File: config.mk
export PLATFORM = sky130hd
export DESIGN_NAME = kbd_event_flat
export DESIGN_NICKNAME = d
export VERILOG_FILES = /design/src/rtl/kbd_pkg.sv /design/src/rtl/kbd_event_if.sv /design/src/rtl/sync_fifo.sv /design/src/rtl/kbd_event.sv /design/src/flat_wrapper.sv
export SDC_FILE = /design/constraint.sdc
export NUM_CORES = 1
export LEC_CHECK = 0
export ABC_AREA = 0
export CAP_MARGIN = 5
export CORE_MARGIN = 2
export CORE_UTILIZATION = 63
export CTS_BUF_LIST = sky130_fd_sc_hd__clkbuf_4 sky130_fd_sc_hd__clkbuf_8
export DETAILED_ROUTE_END_ITERATION = 8
export PLACE_DENSITY = 0.94
export SLEW_MARGIN = 20
export SYNTH_ARGS = -nofsm -noshare
export SYNTH_HDL_FRONTEND = slang
export SYNTH_SLANG_ARGS = --single-unit
File: constraint.sdc
create_clock -name clk -period 6.1 [get_ports clk]
set_clock_uncertainty 0.15 [all_clocks]
set_input_delay 1.525 -clock clk [delete_from_list [all_inputs] [get_ports clk]]
set_output_delay 1.525 -clock clk [all_outputs]
set_load 0.02 [all_outputs]
File: src/rtl/kbd_pkg.sv
// Shared definitions for the keyboard event decoder.
//   kbd_state_e  : prefix-tracking FSM states
//   PFX_E0/PFX_F0: extended-key and break prefixes
//   DROP_BYTES   : keyboard response bytes that never become events
//   EV_W         : event word width {ext, brk, key[7:0]}
package kbd_pkg;

  localparam int EV_W = 10;

  localparam logic [7:0] PFX_E0 = 8'hE0;
  localparam logic [7:0] PFX_F0 = 8'hF0;

  // Self-test pass, ack, resend, echo, error/overrun bytes.
  localparam int N_DROP = 6;
  localparam logic [N_DROP*8-1:0] DROP_BYTES = {8'hAA, 8'hFA, 8'hFE, 8'hEE, 8'h00, 8'hFF};

  typedef enum logic [1:0] {
    ST_IDLE    = 2'd0,
    ST_GOT_E0  = 2'd1,
    ST_GOT_F0  = 2'd2,
    ST_GOT_E0F0 = 2'd3
  } kbd_state_e;

  function automatic logic is_drop_byte(input logic [7:0] b);
    logic hit;
    hit = 1'b0;
    for (int i = 0; i < N_DROP; i++) begin
      if (b == DROP_BYTES[i*8 +: 8]) hit = 1'b1;
    end
    return hit;
  endfunction

endpackage

File: src/rtl/kbd_event_if.sv
// Bus between the PS/2 byte source / event consumer and kbd_event.
//   code        : two-byte window, [7:0] newest byte
//   ev_pop      : consumer acknowledge for the head event
//   ev_valid    : event buffer non-empty
//   ev_data     : head event {ext, brk, key}
//   ev_overflow : sticky, an event was dropped on a full buffer
// master = source/consumer side, slave = kbd_event.
interface kbd_event_if;
  import kbd_pkg::*;

  logic [15:0]     code;
  logic            ev_pop;
  logic            ev_valid;
  logic [EV_W-1:0] ev_data;
  logic            ev_overflow;

  modport master (
    output code,
    output ev_pop,
    input  ev_valid,
    input  ev_data,
    input  ev_overflow
  );

  modport slave (
    input  code,
    input  ev_pop,
    output ev_valid,
    output ev_data,
    output ev_overflow
  );

endinterface

File: src/rtl/sync_fifo.sv
// Show-ahead synchronous FIFO with sticky overflow flag.
//   clk, rst_n   : clock, async active-low reset
//   push_i/wdata_i : write request and data
//   pop_i        : remove head; ignored while empty
//   rdata_o      : head entry, valid whenever empty_o=0
//   empty_o, full_o
//   overflow_o   : sticky, set when a push is refused (full, no pop)
module sync_fifo #(
  parameter int WIDTH = 10,
  parameter int DEPTH = 4
) (
  input  logic             clk,
  input  logic             rst_n,
  input  logic             push_i,
  input  logic [WIDTH-1:0] wdata_i,
  input  logic             pop_i,
  output logic [WIDTH-1:0] rdata_o,
  output logic             empty_o,
  output logic             full_o,
  output logic             overflow_o
);

  localparam int AW = $clog2(DEPTH);

  logic [WIDTH-1:0] mem_q [DEPTH];
  logic [AW-1:0]    wr_ptr_q, rd_ptr_q;
  logic [AW:0]      count_q;
  logic             overflow_q;
  logic             do_push, do_pop;

  assign empty_o    = (count_q == '0);
  assign full_o     = (count_q == (AW+1)'(DEPTH));
  assign rdata_o    = mem_q[rd_ptr_q];
  assign overflow_o = overflow_q;

  // A pop on the same edge frees the slot, so a full FIFO can still accept.
  assign do_pop  = pop_i && !empty_o;
  assign do_push = push_i && (!full_o || do_pop);

  always_ff @(posedge clk or negedge rst_n) begin
    if (!rst_n) begin
      for (int i = 0; i < DEPTH; i++) mem_q[i] <= '0;
      wr_ptr_q   <= '0;
      rd_ptr_q   <= '0;
      count_q    <= '0;
      overflow_q <= 1'b0;
    end else begin
      if (do_push) begin
        mem_q[wr_ptr_q] <= wdata_i;
        wr_ptr_q        <= wr_ptr_q + 1'b1;
      end
      if (do_pop) rd_ptr_q <= rd_ptr_q + 1'b1;
      case ({do_push, do_pop})
        2'b10:   count_q <= count_q + 1'b1;
        2'b01:   count_q <= count_q - 1'b1;
        default: count_q <= count_q;
      endcase
      if (push_i && !do_push) overflow_q <= 1'b1;
    end
  end

endmodule

File: src/rtl/kbd_event.sv
// PS/2 scan-code to key-event decoder.
//   clk, rst_n : clock, async active-low reset
//   bus        : kbd_event_if.slave (code in, ev_pop in, ev_valid/ev_data/ev_overflow out)
// A new byte is any cycle where the code window differs from last cycle's.
// Prefix bytes E0/F0 are folded into the following key byte; the event is
// written into the FIFO on the same edge the key byte is detected.
//
// state       | meaning
// ------------+-------------------------------------------
// ST_IDLE     | no prefix pending
// ST_GOT_E0   | extended prefix seen
// ST_GOT_F0   | break prefix seen
// ST_GOT_E0F0 | extended break (E0 F0) seen
module kbd_event
  import kbd_pkg::*;
#(
  parameter int FIFO_DEPTH = 4
) (
  input logic         clk,
  input logic         rst_n,
  kbd_event_if.slave  bus
);

  logic [15:0]     code_prev_q;
  kbd_state_e      state_q, state_d;
  logic            new_byte;
  logic [7:0]      byte_in;
  logic            push;
  logic [EV_W-1:0] ev_d;
  logic            fifo_empty, fifo_full;

  assign new_byte = (bus.code != code_prev_q);
  assign byte_in  = bus.code[7:0];

  always_comb begin
    state_d = state_q;
    push    = 1'b0;
    ev_d    = {1'b0, 1'b0, byte_in};
    if (new_byte) begin
      if (byte_in == PFX_E0) begin
        // E0 always restarts an extended sequence, discarding a pending break.
        state_d = ST_GOT_E0;
      end else if (byte_in == PFX_F0) begin
        state_d = (state_q == ST_IDLE || state_q == ST_GOT_F0) ? ST_GOT_F0 : ST_GOT_E0F0;
      end else if (is_drop_byte(byte_in)) begin
        state_d = ST_IDLE;
      end else begin
        push    = 1'b1;
        ev_d    = {(state_q == ST_GOT_E0 || state_q == ST_GOT_E0F0),
                   (state_q == ST_GOT_F0 || state_q == ST_GOT_E0F0),
                   byte_in};
        state_d = ST_IDLE;
      end
    end
  end

  always_ff @(posedge clk or negedge rst_n) begin
    if (!rst_n) begin
      state_q     <= ST_IDLE;
      code_prev_q <= 16'h0000;
    end else begin
      state_q     <= state_d;
      code_prev_q <= bus.code;
    end
  end

  sync_fifo #(
    .WIDTH (EV_W),
    .DEPTH (FIFO_DEPTH)
  ) u_fifo (
    .clk        (clk),
    .rst_n      (rst_n),
    .push_i     (push),
    .wdata_i    (ev_d),
    .pop_i      (bus.ev_pop),
    .rdata_o    (bus.ev_data),
    .empty_o    (fifo_empty),
    .full_o     (fifo_full),
    .overflow_o (bus.ev_overflow)
  );

  assign bus.ev_valid = !fifo_empty;

  logic unused_full;
  assign unused_full = fifo_full;

endmodule

File: src/flat_wrapper.sv
// flat-port wrapper written by rule: the top's interface ports become plain ports
module kbd_event_flat import kbd_pkg::*;
#(
  parameter int FIFO_DEPTH = 4
)
  (clk, rst_n, bus_code, bus_ev_pop, bus_ev_valid, bus_ev_data, bus_ev_overflow);
  kbd_event_if bus_i ();
  input logic clk;
  input logic rst_n;
  input wire logic [$bits(bus_i.code)-1:0] bus_code;
  input wire logic [$bits(bus_i.ev_pop)-1:0] bus_ev_pop;
  output wire logic [$bits(bus_i.ev_valid)-1:0] bus_ev_valid;
  output wire logic [$bits(bus_i.ev_data)-1:0] bus_ev_data;
  output wire logic [$bits(bus_i.ev_overflow)-1:0] bus_ev_overflow;
  assign bus_i.code = bus_code;
  assign bus_i.ev_pop = bus_ev_pop;
  assign bus_ev_valid = bus_i.ev_valid;
  assign bus_ev_data = bus_i.ev_data;
  assign bus_ev_overflow = bus_i.ev_overflow;
  kbd_event #(.FIFO_DEPTH(FIFO_DEPTH)) u_core (.clk(clk), .rst_n(rst_n), .bus(bus_i));
endmodule
==> impl_metrics.yaml <==
setup_path:
  crit_required_ps: 6180
  cp.arrival_ps: 4310
  cp_max_fo: 11
  startpoint_type: "input port"
  critPathKind: "input port to flop"
  slowest_delay_ps: 620
  critPathCaptureType: "flop"
  crit_chain: "clkdlybuf4s50_1 > xor2_1 > nor4_1 > nand4_1 > a31oi_1 > fa_1 > and4_4 > a311o_1"
  critPathBufInv: 1
  cpMaxStageDelayCell: "clkdlybuf4s50_1"
  cp_top_family: "simple AND/OR/NAND/NOR gates"
routing:
  wl_um: 5528
  viasPerCell: 5.957
  via_count: 1799
  route.detailed.drc: 0
  wire_per_inst_um: 18.30
  drt-initial-drc-count: 132
  dr.pass1.iters: 4
  ant_nets: 0
clock_network:
  numClockSinks: 66
  post_cts_buffers: 0
  cts-resized-gates: 0
  cts_max_path_buffers: 2
  path_clk_slew_ps: 70
  cts-root-buf: "clkbuf_8"
  ctsHtreeMaxLevel: 3
  cts_buffers: 9
  holdBufCountCts: 0
  clk_latency_ps: 340
  tritoncts: "yes"
run:
  maxCapViolations: 0
layout:
  n_fill_cell: 301
  diodes: 0
  syn2layout_area_growth_pct: 15.94
  final_cell_mix: "dfrtp_1 (66), mux2_2 (42), clkdlybuf4s50_1 (29)"
  final_common_cell: "dfrtp_1"
  regArea_um2: 1652
  fin_nets: 267
  fin_area_um2: 3505
  multi_input_area_um2: 1286
  drive_gt1_share_pct: 31.85
floorplan:
  core_area_um2: 4661
  dieWidth_um: 73.27
  die_area_um2: 5368
  die-height_um: 73.27
  num_rows: 25
  ios: 31
  initial_core_util_pct: 64.86
timing:
  setup_viol: 0
  hold_viol_final: 0
  tightest_slew_ps: 800.9
  max_freq_mhz: 236.3
  finalCriticalPeriod_ps: 4232
  rsz0062_at_grt: "false"
  fin_setup_tns_ps: 0
  setup_slack_ps: 1868
  maxSlewViolCount: 0
  period_share_pct: 69.37
  worst_slew_margin_rel_pct: 46.61
placement:
  placed_area_um2: 3331
  pre_cts_slack_ps: 1537
  portBuffers: 30
  place_congestion: 0.7634
  dp_hpwl_um: 3787
global_routing:
  grtUsageTotal_pct: 23.58
  grt_max_degree: 67
  grt_pass1_wl_um: 9108
  grt_overflow: 0
  grt_pass1_vias: 2022
  antenna_found_initial: 0
synth:
  synth_edf_count: 0
  syn_inst: 212
  synthArstFlopShare_pct: 100.0
  syn_nets: 236
  synth_top_cell_by_area: "dfrtp_1"
  postSynthAreaPerCell_um2: 14.26
  yosysWarningCount: 0
  synth-seq-cells: 66
  synth.cell_area_um2: 3023
  yosysTopAreaCellShare_pct: 54.64
  synth_cell_types: 38
  synth_area_leaders: "dfrtp_1 (55%), mux2_2 (16%), mux4_2 (7.5%), xor2_1 (4.9%), ha_1 (1.7%)"
  ys_seq_area_share_pct: 54.64
  synthFlopType: "dfrtp_1"
power_and_ir_drop:
  power_w: 0.001722
  peakVddDrop_v: 0.0003709
  power_density_nw_per_um2: 491.4
  power_leakage_nw: 1.516
worst_hold_path:
  hold_class: "flop to flop"
outcome:
  status: "complete, no violations"
## worst reg2reg max path: cells and delay by family (launching register included)
family                     cells  cell delay [ps]
xor gates and xnor gates       1              170
and+or+nand+nor                3              780
DFF                            1              400
AOI/OAI and AO/OA              2              660
adders and majority gates      1              480
## synthesized netlist by cell type (3+ instances only)
| master | instances |
|---|---|
| a21oi_1 | 4 |
| buf_2 | 3 |
| dfrtp_1 | 66 |
| ha_1 | 4 |
| inv_1 | 6 |
| mux2_2 | 42 |
| mux4_2 | 10 |
| nand2_1 | 5 |
| nand3_1 | 5 |
| nand3_2 | 4 |
| nor2_1 | 3 |
| nor4_1 | 5 |
| or3_1 | 3 |
| xnor2_1 | 4 |
| xor2_1 | 17 |
## layer usage
metal,vias up,share of wire [%],GRT usage (%)
li1,824,-,-
met3,11,4.1,4.527
met2,37,54,40.94
met5,-,0,0
met4,0,2.0,13.99
met1,927,40,26.94
## kinds of logic (layout without fill, tap and decap cells)
family | count (synthesis) | in the layout | synth area share, %
muxes | 53 | 53 | 23.43
AOI/OAI and AO/OA | 13 | 13 | 2.980
xor gates and xnor gates | 21 | 21 | 6.084
buffers and inverters | 17 | 53 | 2.815
DFF | 66 | 66 | 54.64
and+or+nand+nor | 37 | 37 | 7.741
adders and majority gates | 5 | 5 | 2.318
## where the power goes
group          switching (W)  internal, W  leakage, nW
logic               0.000287     0.000405        0.637
clock network       0.000171     0.000152       0.0861
registers           0.000123     0.000582        0.793
## cell type report
type	instances	share of cell area [%]
Multi-Input combinational cell	129	36.70
Tap cell	54	1.928
Timing Repair Buffer	31	8.640
Clock buffer	10	3.749
Sequential cell	66	47.13
Inverter	6	0.6426
Clock inverter	6	1.214
## per-stage QoR
stage / utilization, % / hold WS (ps) / cells
2_1_floorplan: - / 323.9 / 212
3_3_place_gp: 71.46 / 323.9 / 286
3_5_place_dp: 71.46 / 327.8 / 286
4_1_cts: 75.19 / 344.2 / 302
5_1_grt: 75.19 / 371.9 / 302
6_report: 75.19 / 344.2 / 302
## sequential cells by signal, summed over array words and instances (netlist names)
register                  flops
u_core.u_fifo.wr_ptr_q        2
u_core.code_prev_q           16
u_core.u_fifo.overflow_o      1
u_core.u_fifo.count_q         3
u_core.u_fifo.mem_q          40
u_core.u_fifo.rd_ptr_q        2
u_core.state_q                2
## path summary, 6_finish.rpt
kind / slack, ps / from / endpoint / cells after the start
setup / recovery: 1870 / bus_code[4] / u_core.u_fifo.count_q[1] / 8
hold / removal: 340 / u_core.u_fifo.overflow_o / u_core.u_fifo.overflow_o / 1
setup reg to reg: 3340 / u_core.code_prev_q[14] / u_core.u_fifo.count_q[1] / 7
hold reg to reg: 340 / u_core.u_fifo.overflow_o / u_core.u_fifo.overflow_o / 1
max in group asynchronous: 4080 / rst_n / u_core.u_fifo.wr_ptr_q[0] / 2
min in group asynchronous: 1200 / rst_n / u_core.u_fifo.mem_q[35] / 2
Note: power is estimated with default switching activity, not from simulation.
